File: src/rtl/score_keeper.sv
`default_nettype none
// ============================================================================
//  Module   : score_keeper
//  Purpose  : Counts apple-eat events into a 4-digit BCD score, tracks the
//             session high score and scans an active-low 7-segment display.
//  Revision : 1.0 - initial release
// ============================================================================
module score_keeper #(
    parameter int POINTS       = 1,
    parameter int LOCKOUT      = 1024,
    parameter int REFRESH_BITS = 18
) (
    input  logic        VGA_clk,
    input  logic        reset,
    input  logic        start,
    input  logic        game_over,
    input  logic        score_increment,
    input  logic        show_high,
    output logic [15:0] score_bcd,
    output logic [15:0] high_bcd,
    output logic        playing,
    output logic        new_high,
    output logic [3:0]  an,
    output logic [6:0]  seg
);

    localparam int c_lock_w = (LOCKOUT > 1) ? $clog2(LOCKOUT) : 1;
    localparam logic [c_lock_w-1:0]     c_lock_load = c_lock_w'(LOCKOUT - 1);
    localparam logic [c_lock_w-1:0]     c_lock_one  = c_lock_w'(1);
    localparam logic [REFRESH_BITS-1:0] c_ref_one   = REFRESH_BITS'(1);
    localparam logic [4:0]              c_points    = 5'(POINTS);

    typedef enum logic [1:0] {
        S_IDLE    = 2'd0,
        S_PLAYING = 2'd1,
        S_OVER    = 2'd2
    } state_t;

    state_t                  r_state;
    state_t                  w_state_next;
    logic                    r_prev_inc;
    logic [c_lock_w-1:0]     r_lock;
    logic [15:0]             r_score;
    logic [15:0]             r_high;
    logic                    r_new_high;
    logic [REFRESH_BITS-1:0] r_refresh;
    logic [3:0]              r_an;
    logic [6:0]              r_seg;

    logic        w_rise;
    logic        w_count;
    logic        w_clear_score;
    logic        w_end_game;
    logic [15:0] w_sum;
    logic [1:0]  w_sel;
    logic [15:0] w_word;
    logic [3:0]  w_nibble;
    logic [3:0]  w_an;
    logic [6:0]  w_seg;

    // ------------------------------------------------------------------
    // Game-phase FSM
    // ------------------------------------------------------------------
    always_ff @(posedge VGA_clk) begin
        if (reset) begin
            r_state <= S_IDLE;
        end else begin
            r_state <= w_state_next;
        end
    end

    always_comb begin
        w_state_next  = r_state;
        w_clear_score = 1'b0;
        w_end_game    = 1'b0;
        case (r_state)
            S_IDLE: begin
                if (start) begin
                    w_state_next  = S_PLAYING;
                    w_clear_score = 1'b1;
                end
            end
            S_PLAYING: begin
                if (game_over) begin
                    w_state_next = S_OVER;
                    w_end_game   = 1'b1;
                end
            end
            S_OVER: begin
                if (start) begin
                    w_state_next  = S_PLAYING;
                    w_clear_score = 1'b1;
                end
            end
            default: begin
                w_state_next = S_IDLE;
            end
        endcase
    end

    // ------------------------------------------------------------------
    // Eat-event detection with post-event lockout
    // ------------------------------------------------------------------
    assign w_rise  = score_increment & ~r_prev_inc;
    // game_over on the same edge drops the event so the high-score compare
    // sees the pre-event score.
    assign w_count = (r_state == S_PLAYING) && !game_over && w_rise &&
                     (r_lock == '0);

    always_ff @(posedge VGA_clk) begin
        if (reset) begin
            r_prev_inc <= 1'b0;
            r_lock     <= '0;
        end else begin
            r_prev_inc <= score_increment;
            if (w_count) begin
                r_lock <= c_lock_load;
            end else if (r_lock != '0) begin
                r_lock <= r_lock - c_lock_one;
            end
        end
    end

    // ------------------------------------------------------------------
    // Saturating BCD adder: POINTS enters the ones digit, carries ripple up
    // ------------------------------------------------------------------
    always_comb begin
        logic [4:0] v_digit;
        logic       v_carry;
        w_sum   = '0;
        v_carry = 1'b0;
        v_digit = '0;
        for (int i = 0; i < 4; i++) begin
            v_digit = {1'b0, r_score[4*i +: 4]} + {4'd0, v_carry} +
                      ((i == 0) ? c_points : 5'd0);
            if (v_digit > 5'd9) begin
                v_digit = v_digit - 5'd10;
                v_carry = 1'b1;
            end else begin
                v_carry = 1'b0;
            end
            w_sum[4*i +: 4] = v_digit[3:0];
        end
        if (v_carry) begin
            w_sum = 16'h9999;
        end
    end

    // ------------------------------------------------------------------
    // Score and high-score registers
    // ------------------------------------------------------------------
    always_ff @(posedge VGA_clk) begin
        if (reset) begin
            r_score    <= '0;
            r_high     <= '0;
            r_new_high <= 1'b0;
        end else begin
            if (w_clear_score) begin
                r_score    <= '0;
                r_new_high <= 1'b0;
            end else if (w_count) begin
                r_score <= w_sum;
            end
            // Valid BCD words order the same way as binary, so a plain
            // magnitude compare is a correct BCD compare.
            if (w_end_game && (r_score > r_high)) begin
                r_high     <= r_score;
                r_new_high <= 1'b1;
            end
        end
    end

    // ------------------------------------------------------------------
    // Display scan: free-running refresh counter, registered an/seg
    // ------------------------------------------------------------------
    assign w_sel  = r_refresh[REFRESH_BITS-1 -: 2];
    assign w_word = show_high ? r_high : r_score;

    always_comb begin
        w_an     = 4'b1110;
        w_nibble = w_word[3:0];
        case (w_sel)
            2'd0: begin
                w_an     = 4'b1110;
                w_nibble = w_word[3:0];
            end
            2'd1: begin
                w_an     = 4'b1101;
                w_nibble = w_word[7:4];
            end
            2'd2: begin
                w_an     = 4'b1011;
                w_nibble = w_word[11:8];
            end
            default: begin
                w_an     = 4'b0111;
                w_nibble = w_word[15:12];
            end
        endcase
    end

    always_comb begin
        w_seg = 7'b1111111;
        case (w_nibble)
            4'd0:    w_seg = 7'b1000000;
            4'd1:    w_seg = 7'b1111001;
            4'd2:    w_seg = 7'b0100100;
            4'd3:    w_seg = 7'b0110000;
            4'd4:    w_seg = 7'b0011001;
            4'd5:    w_seg = 7'b0010010;
            4'd6:    w_seg = 7'b0000010;
            4'd7:    w_seg = 7'b1111000;
            4'd8:    w_seg = 7'b0000000;
            4'd9:    w_seg = 7'b0010000;
            default: w_seg = 7'b1111111;
        endcase
    end

    always_ff @(posedge VGA_clk) begin
        if (reset) begin
            r_refresh <= '0;
            r_an      <= 4'b1110;
            r_seg     <= 7'b1000000;
        end else begin
            r_refresh <= r_refresh + c_ref_one;
            r_an      <= w_an;
            r_seg     <= w_seg;
        end
    end

    assign score_bcd = r_score;
    assign high_bcd  = r_high;
    assign playing   = (r_state == S_PLAYING);
    assign new_high  = r_new_high;
    assign an        = r_an;
    assign seg       = r_seg;

endmodule
`default_nettype wire

File: config.mk
export PLATFORM = sky130hd
export DESIGN_NAME = score_keeper
export DESIGN_NICKNAME = d
export VERILOG_FILES = /design/src/rtl/score_keeper.sv
export SDC_FILE = /design/constraint.sdc
export NUM_CORES = 1
export LEC_CHECK = 0
export BUFFER_PORTS_ARGS = -buffer_cell sky130_fd_sc_hd__buf_2
export CORE_ASPECT_RATIO = 0.75
export CORE_MARGIN = 2
export CORE_UTILIZATION = 50
export CTS_CLUSTER_DIAMETER = 30
export DETAILED_ROUTE_END_ITERATION = 8
export GPL_ROUTABILITY_DRIVEN = 0
export PLACE_DENSITY = 0.72
export SYNTH_ARGS = -nofsm -noshare
export SYNTH_HDL_FRONTEND = slang
export SYNTH_SLANG_ARGS = --single-unit
File: constraint.sdc
create_clock -name VGA_clk -period 6.9 [get_ports VGA_clk]
set_clock_uncertainty 0.2 [all_clocks]
set_input_delay 1.38 -clock VGA_clk [delete_from_list [all_inputs] [get_ports VGA_clk]]
set_output_delay 1.38 -clock VGA_clk [all_outputs]
set_load 0.05 [all_outputs]
==> results.md, run 1 <==
| Group | Item | Value |
|---|---|---|
| global routing | Gr ovfl total | 0 |
| global routing | Via count of the first global-routing pass | 3334 |
| cells and area | Final cell utilization of the core | 0.580 |
| synth | Yosys top cell area share | 0.361 |
| routing | Final routed wire length divided by cell count | 15.7 um |
| critical path | Delay of the slowest critical-path stage | 0.51 ns |
| sta | Setup-failing EPs final | 0 |
| placement | Half-perimeter wire length after detailed placement | 7.12 mm |
| critical path | Top cell family by delay on the critical path | adder cells |
| floorplanning | Area enclosed by the die boundary | 0.00908 mm^2 |
| routing | M1 WL | 4.66 mm |
| cts | Number of levels in the clock H-tree | 3 |
| routing | Amount of wire on met3 after detailed routing | 669 um |
| cells and area | Top library cells by usage in the layout, fill and taps aside | 75 x sky130_fd_sc_hd__dfxtp_1, 50 x sky130_fd_sc_hd__buf_2, 37 x sky130_fd_sc_hd__a21oi_1, 36 x sky130_fd_sc_hd__nor2_1, 34 x sky130_fd_sc_hd__ha_1 |
| synth | Post-synth top flop | sky130_fd_sc_hd__dfxtp_1 |
| routing | Count of TritonRoute iterations in the first routing pass | 4 |
| critical path | Launching point of the worst reg2reg path | score_bcd[0]$_SDFFE_PP0P_ |
| global routing | Pin count of the biggest net entering global routing | 46 |
| outcome | Result of the run | complete, no violations |
| floorplanning | Num rows | 28 |
| sta | Final worst path period share | 0.868 |
| critical path | Data required time at the worst endpoint | 6.94 ns |
| sta | Post-layout minimum cycle time | 5.99 ns |
| synth | Largest area contributor in the synthesized netlist | sky130_fd_sc_hd__dfxtp_1 |
| critical path | Worst setup path class | flip-flop to flip-flop |
| routing | Number of design rule violations left after detail routing | 0 |
| routing | Wire length on met2 | 4.16 mm |
| cells and area | Number of cells in the finished layout apart from fillers | 611 |
| cells and area | Net count, final | 542 |
| cts | Resized Gates After CTS | 0 |
| synth | Syn_nets | 500 |
| sta | Pins Over Slew Limit | 0 |
| critical path | Type of element capturing the critical path | flip-flop |
| critical path | Reg2Reg Capture Point | score_bcd[13]$_SDFFE_PP0P_ |
| min path | Hold-critical path depth | 1 |
| routing | Via count | 3477 |
| placement | PortBufs | 50 |
| synth | Number of enable flip-flop cells after synthesis | 0 |
| sta | Final-report hold violation count | 0 |
| critical path | Top fanout value on the critical path | 10 |
| cts | Clock buffer count from CTS | 9 |
| critical path | Standard cell with the maximum stage delay on the critical path | sky130_fd_sc_hd__dfxtp_1 |
| critical path | Minimum setup slack among reg-to-reg paths | 0.91 ns |
| routing | Top routing layer in use | met4 |
| synth | Number of distinct library cells after synthesis | 62 |
| floorplanning | Die Span Y | 83.0 um |
| routing | Violation count after the first detailed-route iteration | 168 |
| min path | Min-delay src | r_refresh[0]$_SDFF_PP0_ |
| synth | Register area share after synthesis | 0.361 |
| critical path | Worst setup path startpoint | score_bcd[0]$_SDFFE_PP0P_ |
| power and ir drop | VDD IR max | 0.141 mV |
| routing | Vias per Instance | 5.69 |
| min path | Class of the tightest hold or removal check | flip-flop to flip-flop |
| cts | Reg clk slew, reported paths | 0.07 ns |
| floorplanning | Initial standard-cell utilization of the core | 0.521 |
| synth | Number of cells produced by synthesis | 460 |
| synth | Avg Inst Size Synth | 9.05 um^2 |
| power and ir drop | Static Leak | 0.00194 uW |
| critical path | Crit start category | flip-flop |
| global routing | First-pass GRT wire length | 16.5 mm |
| global routing | Global Route Usage Sum | 0.232 |
| cells and area | Inserted Diodes | 0 |
| floorplanning | Die Wd | 109 um |
| cts | CTS tree | done |
| floorplanning | Core footprint | 0.00799 mm^2 |
| cts | Clock root cell | sky130_fd_sc_hd__clkbuf_8 |
| sta | Unrepaired setup endpoints after global routing | false |
| cells and area | Sequential cell area | 0.00150 mm^2 |
| sta | Pin slew with the least headroom to its limit | 0.919 ns |
| cts | Clock Latency Late Sink | 0.36 ns |
| floorplanning | Top-level port count | 51 |
| critical path | Crit-path most repeated cell | sky130_fd_sc_hd__ha_1 |
| synth | Biggest area contributors in the synthesized netlist | sky130_fd_sc_hd__dfxtp_1 36%, sky130_fd_sc_hd__ha_1 10%, sky130_fd_sc_hd__a21oi_1 4.4% |
| cts | Hold buffers post-CTS | 0 |
| cells and area | Combined area of the multi-input logic cells | 0.00244 mm^2 |
| power and ir drop | PwrDens | 222 mW/mm^2 |
| global routing | Initial antenna violation count | 0 |
| critical path | Reg2Reg Depth | 28 |
| synth | Synthesis Warnings | 0 |
| flow run | Maxcap violations | 0 |
| synth | Async SR Flop Fraction | 0 |
| cells and area | Synth-to-layout area growth | 11.2% |
| sta | Max transition margin | 0.387 |
| sta | Total Negative Setup Slacks | 0 ns |
| power and ir drop | Final Power | 1030 uW |
| cells and area | Most common library cell in the layout ignoring fill and taps | sky130_fd_sc_hd__dfxtp_1 |
| critical path | Buf/Inv on CP | 4 |
| cts | Maximum clock insertion buffer count | 2 |
| min path | Worst-case hold path end point | r_refresh[0]$_SDFF_PP0_ |
| placement | Number of placed instances, taps included | 596 |
| routing | Number of routed nets with antenna violations | 0 |
| routing | Wirelength, routed | 9.59 mm |
| synth | Number of synthesized register bits | 75 |
| critical path | Endpoint arrival time on the critical path | 6.03 ns |
| cts | Setup fix buffers added after clock tree synthesis | 0 |
| sta | Achievable frequency | 0.167 GHz |
| cells and area | Fraction of layout instances using a drive strength above 1 | 0.174 |
| cts | Clock net sink count | 75 |
| cells and area | # fillers | 712 |
| synth | Summed instance area of the synthesized netlist | 0.00416 mm^2 |
[cells by family (layout without fill, tap and decap cells)]
kind of cell,Yosys count,in the layout,share of synthesized area
flip-flops,75,75,0.361
multiplexers,16,16,0.0713
buffers and inverters,52,98,0.0520
AND/OR/NAND/NOR,145,145,0.187
AO/OA/AOI/OAI,116,116,0.180
XOR/XNOR,22,22,0.0463
adder cells (fa/ha/maj),34,34,0.102
[synth_stat cells, types with 6 or more instances]
library cell	count
sky130_fd_sc_hd__dfxtp_1	75
sky130_fd_sc_hd__a21oi_1	37
sky130_fd_sc_hd__nor2_1	36
sky130_fd_sc_hd__ha_1	34
sky130_fd_sc_hd__nand2_1	33
sky130_fd_sc_hd__inv_1	32
sky130_fd_sc_hd__a22o_1	16
sky130_fd_sc_hd__o21ai_0	16
sky130_fd_sc_hd__clkbuf_1	13
sky130_fd_sc_hd__nand3_1	12
sky130_fd_sc_hd__xor2_1	12
sky130_fd_sc_hd__xnor2_1	10
sky130_fd_sc_hd__nor3_1	9
sky130_fd_sc_hd__nand4_1	7
sky130_fd_sc_hd__o21a_1	7
sky130_fd_sc_hd__o21ai_1	7
sky130_fd_sc_hd__and3_1	6
[stage by stage]
stage	cell area, um^2	setup WS, ns	hold WS (ns)
after CTS	4630	1.00	0.261
after floorplan	4160	1.24	0.218
final	4630	0.911	0.256
after global placement	4450	1.29	0.230
after detailed placement	4450	1.03	0.239
after global routing	4630	0.359	0.290
[registers in the layout, indices dropped and copies added (netlist names)]
signal	flops
r_state	2
r_refresh	18
score_bcd	16
high_bcd	16
seg	7
r_lock	10
an	4
new_high	1
r_prev_inc	1
[report_power, final]
group / leakage, uW / internal [uW] / switching, uW
Clock: 0.0000902 / 164 / 155
Sequential: 0.000607 / 461 / 28.1
Combinational: 0.00124 / 95.5 / 122
Total: 0.00194 / 721 / 305
[worst max path at each step]
stage                                       endpoint  cells past startpoint  slack (ns)
after floorplan           score_bcd[13]$_SDFFE_PP0P_                     28        1.24
after global placement    score_bcd[13]$_SDFFE_PP0P_                     28        1.29
after detailed placement  score_bcd[13]$_SDFFE_PP0P_                     28        1.03
after CTS                 score_bcd[13]$_SDFFE_PP0P_                     28        1.00
after global routing      score_bcd[13]$_SDFFE_PP0P_                     28        0.36
final                     score_bcd[13]$_SDFFE_PP0P_                     28        0.91
[area by class of cell]
class,count,share of cell area
Clock buffer,12,0.0292
Clock inverter,3,0.00865
Inverter,32,0.0259
Multi-Input combinational cell,333,0.528
Sequential cell,75,0.324
Tap cell,105,0.0284
Timing Repair Buffer,51,0.0557
[routing by layer]
layer	vias up	GRT usage
li1	1725	-
met2	97	0.338
met5	-	0
met4	0	0.0552
met3	10	0.0691
met1	1645	0.336
Note: power is estimated with default switching activity, not from simulation.
==> inputs of run 2 (changes only) <==
--- a/config.mk
+++ b/config.mk
@@ -6,13 +6,17 @@
 export NUM_CORES = 1
 export LEC_CHECK = 0
 export BUFFER_PORTS_ARGS = -buffer_cell sky130_fd_sc_hd__buf_2
+export CELL_PAD_IN_SITES_DETAIL_PLACEMENT = 2
+export CELL_PAD_IN_SITES_GLOBAL_PLACEMENT = 2
 export CORE_ASPECT_RATIO = 0.75
 export CORE_MARGIN = 2
-export CORE_UTILIZATION = 50
+export CORE_UTILIZATION = 36
 export CTS_CLUSTER_DIAMETER = 30
 export DETAILED_ROUTE_END_ITERATION = 8
 export GPL_ROUTABILITY_DRIVEN = 0
-export PLACE_DENSITY = 0.72
+export MAX_ROUTING_LAYER = met4
+export PLACE_DENSITY = 0.82
+export RECOVER_POWER = 100
 export SYNTH_ARGS = -nofsm -noshare
 export SYNTH_HDL_FRONTEND = slang
 export SYNTH_SLANG_ARGS = --single-unit
==> results.md, run 2 (synthesis results as in run 1) <==
| Group | Item | Value | vs previous |
|---|---|---|---|
| critical path | Delay of the slowest critical-path stage | 0.52 ns | was 0.51 ns |
| global routing | Gr ovfl total | 0 | unchanged |
| sta | Pins Over Slew Limit | 63 | was 0 |
| outcome | Violations in the final reports | capacitance limit, slew limit |  |
| critical path | Worst setup path class | flip-flop to flip-flop | unchanged |
| flow run | Maxcap violations | 2 | was 0 |
| routing | Number of design rule violations left after detail routing | 0 | unchanged |
| cts | CTS tree | done | unchanged |
| cells and area | Number of cells in the finished layout apart from fillers | 646 | was 611 |
| floorplanning | Die Span Y | 97.1 um | was 83.0 um |
| routing | Count of TritonRoute iterations in the first routing pass | 4 | unchanged |
| floorplanning | Num rows | 33 | was 28 |
| cts | Resized Gates After CTS | 0 | unchanged |
| outcome | Result of the run | finished with violations | was complete, no violations |
| sta | Post-layout minimum cycle time | 6.35 ns | was 5.99 ns |
| cells and area | Most common library cell in the layout ignoring fill and taps | sky130_fd_sc_hd__dfxtp_1 | unchanged |
| sta | Total Negative Setup Slacks | 0 ns | unchanged |
| global routing | Initial antenna violation count | 0 | unchanged |
| routing | Final routed wire length divided by cell count | 20.2 um | was 15.7 um |
| cells and area | Inserted Diodes | 0 | unchanged |
| sta | Final-report hold violation count | 0 | unchanged |
| placement | Half-perimeter wire length after detailed placement | 9.58 mm | was 7.12 mm |
| critical path | Standard cell with the maximum stage delay on the critical path | sky130_fd_sc_hd__nor3_1 | was sky130_fd_sc_hd__dfxtp_1 |
| floorplanning | Die Wd | 128 um | was 109 um |
| routing | Violation count after the first detailed-route iteration | 173 | was 168 |
| global routing | First-pass GRT wire length | 21.6 mm | was 16.5 mm |
| sta | Achievable frequency | 0.157 GHz | was 0.167 GHz |
| placement | PortBufs | 50 | unchanged |
| floorplanning | Top-level port count | 51 | unchanged |
| cts | Hold buffers post-CTS | 0 | unchanged |
| critical path | Top fanout value on the critical path | 10 | unchanged |
| cts | Clock buffer count from CTS | 9 | unchanged |
| cells and area | Top library cells by usage in the layout, fill and taps aside | 75 x sky130_fd_sc_hd__dfxtp_1, 48 x sky130_fd_sc_hd__clkbuf_1, 38 x sky130_fd_sc_hd__a21oi_1, 36 x sky130_fd_sc_hd__nor2_1, 34 x sky130_fd_sc_hd__ha_1 | was 75 x sky130_fd_sc_hd__dfxtp_1, 50 x sky130_fd_sc_hd__buf_2, 37 x sky130_fd_sc_hd__a21oi_1, 36 x sky130_fd_sc_hd__nor2_1, 34 x sky130_fd_sc_hd__ha_1 |
| cells and area | Max FFs per register | 18 | unchanged |
| power and ir drop | VDD IR max | 0.128 mV | was 0.141 mV |
| global routing | Global Route Usage Sum | 0.229 | was 0.232 |
| cts | Clock Latency Late Sink | 0.34 ns | was 0.36 ns |
| routing | Number of routed nets with antenna violations | 0 | unchanged |
| critical path | Crit-path most repeated cell | sky130_fd_sc_hd__ha_1 | unchanged |
| cells and area | Largest register by flop count | r_refresh | unchanged |
| sta | Unrepaired setup endpoints after global routing | false | unchanged |
| global routing | Via count of the first global-routing pass | 3915 | was 3334 |
| global routing | Pin count of the biggest net entering global routing | 46 | unchanged |
| critical path | Endpoint arrival time on the critical path | 6.37 ns | was 6.03 ns |
| cells and area | Synth-to-layout area growth | 13.6% | was 11.2% |
| power and ir drop | PwrDens | 253 mW/mm^2 | was 222 mW/mm^2 |
| sta | Final worst path period share | 0.921 | was 0.868 |
| critical path | Type of element capturing the critical path | flip-flop | unchanged |
| floorplanning | Area enclosed by the die boundary | 0.0124 mm^2 | was 0.00908 mm^2 |
| cts | Setup fix buffers added after clock tree synthesis | 0 | unchanged |
| critical path | Data required time at the worst endpoint | 6.92 ns | was 6.94 ns |
| critical path | Crit start category | flip-flop | unchanged |
| placement | Number of placed instances, taps included | 631 | was 596 |
| cts | Maximum clock insertion buffer count | 2 | unchanged |
| routing | Vias per Instance | 5.65 | was 5.69 |
| min path | Class of the tightest hold or removal check | flip-flop to flip-flop | unchanged |
| placement | DP Area | 0.00450 mm^2 | was 0.00445 mm^2 |
| cells and area | Final cell utilization of the core | 0.425 | was 0.580 |
| cells and area | Fraction of layout instances using a drive strength above 1 | 0.0810 | was 0.174 |
| routing | Via count | 3650 | was 3477 |
| sta | Minimum hold slack | 0.256 ns | about the same |
| sta | Max transition margin | -0.246 | was 0.387 |
| floorplanning | Core footprint | 0.0111 mm^2 | was 0.00799 mm^2 |
| sta | Setup-failing EPs final | 0 | unchanged |
| cells and area | Net count, final | 542 | unchanged |
| routing | Wirelength, routed | 13.0 mm | was 9.59 mm |
| cells and area | Post-route design area | 0.00473 mm^2 | was 0.00463 mm^2 |
| cts | Number of levels in the clock H-tree | 3 | unchanged |
| cts | Clock root cell | sky130_fd_sc_hd__clkbuf_16 | was sky130_fd_sc_hd__clkbuf_8 |
| floorplanning | Initial standard-cell utilization of the core | 0.375 | was 0.521 |
| sta | Pin slew with the least headroom to its limit | 1.87 ns | was 0.919 ns |
| cts | Clock net sink count | 75 | unchanged |
| power and ir drop | Static Leak | 0.00180 uW | was 0.00194 uW |
| cts | Reg clk slew, reported paths | 0.06 ns | was 0.07 ns |
==> run 2: changes by cell type in the layout (fill, tap and decap cells not counted), moves of 3 or more <==
cell and delta:
sky130_fd_sc_hd__clkbuf_16 +9, sky130_fd_sc_hd__clkbuf_8 -8, sky130_fd_sc_hd__buf_2 -47, sky130_fd_sc_hd__o21ai_0 +3, sky130_fd_sc_hd__o21ai_1 -3, sky130_fd_sc_hd__clkbuf_1 +45
==> run 2: layout make-up <==
| cell class | instances | area, um^2 |
|---|---|---|
| Fill cell | 1236 | 6380 |
| Multi-Input combinational cell | 333 | 2440 |
| Sequential cell | 75 | 1500 |
| Clock buffer | 11 | 243 |
| Timing Repair Buffer | 51 | 199 |
| Tap cell | 140 | 175 |
| Inverter | 32 | 120 |
| Clock inverter | 4 | 51.3 |
==> run 2: worst paths after layout <==
check,startpoint,end,slack (ns),cells past startpoint
max,score_bcd[0]$_SDFFE_PP0P_,score_bcd[13]$_SDFFE_PP0P_,0.55,28
min,r_state[1]$_SDFFE_PP0P_,r_state[1]$_SDFFE_PP0P_,0.26,2
max reg2reg,score_bcd[0]$_SDFFE_PP0P_,score_bcd[13]$_SDFFE_PP0P_,0.55,28
min reg2reg,r_state[1]$_SDFFE_PP0P_,r_state[1]$_SDFFE_PP0P_,0.26,2
==> run 2: worst max-delay path, delay by kind of cell (launching register included) <==
family	cells	cell delay, ns
fa+ha+maj	8	2.25
compound gates	10	1.76
flops	1	0.50
simple gates	6	0.99
buf+inv	4	0.53
==> run 2: per-layer routing <==
layer	up-vias	wire length, um	track usage
met5	-	0	-
met4	0	199	0.0583
met3	18	416	0.0435
met2	69	6200	0.363
met1	1841	6200	0.303
li1	1722	-	-
==> run 2: stage by stage <==
stage               total power [uW]  worst slack, ns
global route                    1260           0.0106
detailed placement               729            0.717
floorplan                        673             1.24
global placement                 712             1.19
CTS                             1210            0.559
finish                          1200            0.546
==> run 2: power breakdown <==
part           internal [uW]  leakage, uW  switching [uW]  total (uW)
Combinational           95.2      0.00105             134         229
Sequential               461     0.000607            29.3         491
Clock                    288     0.000142             188         476
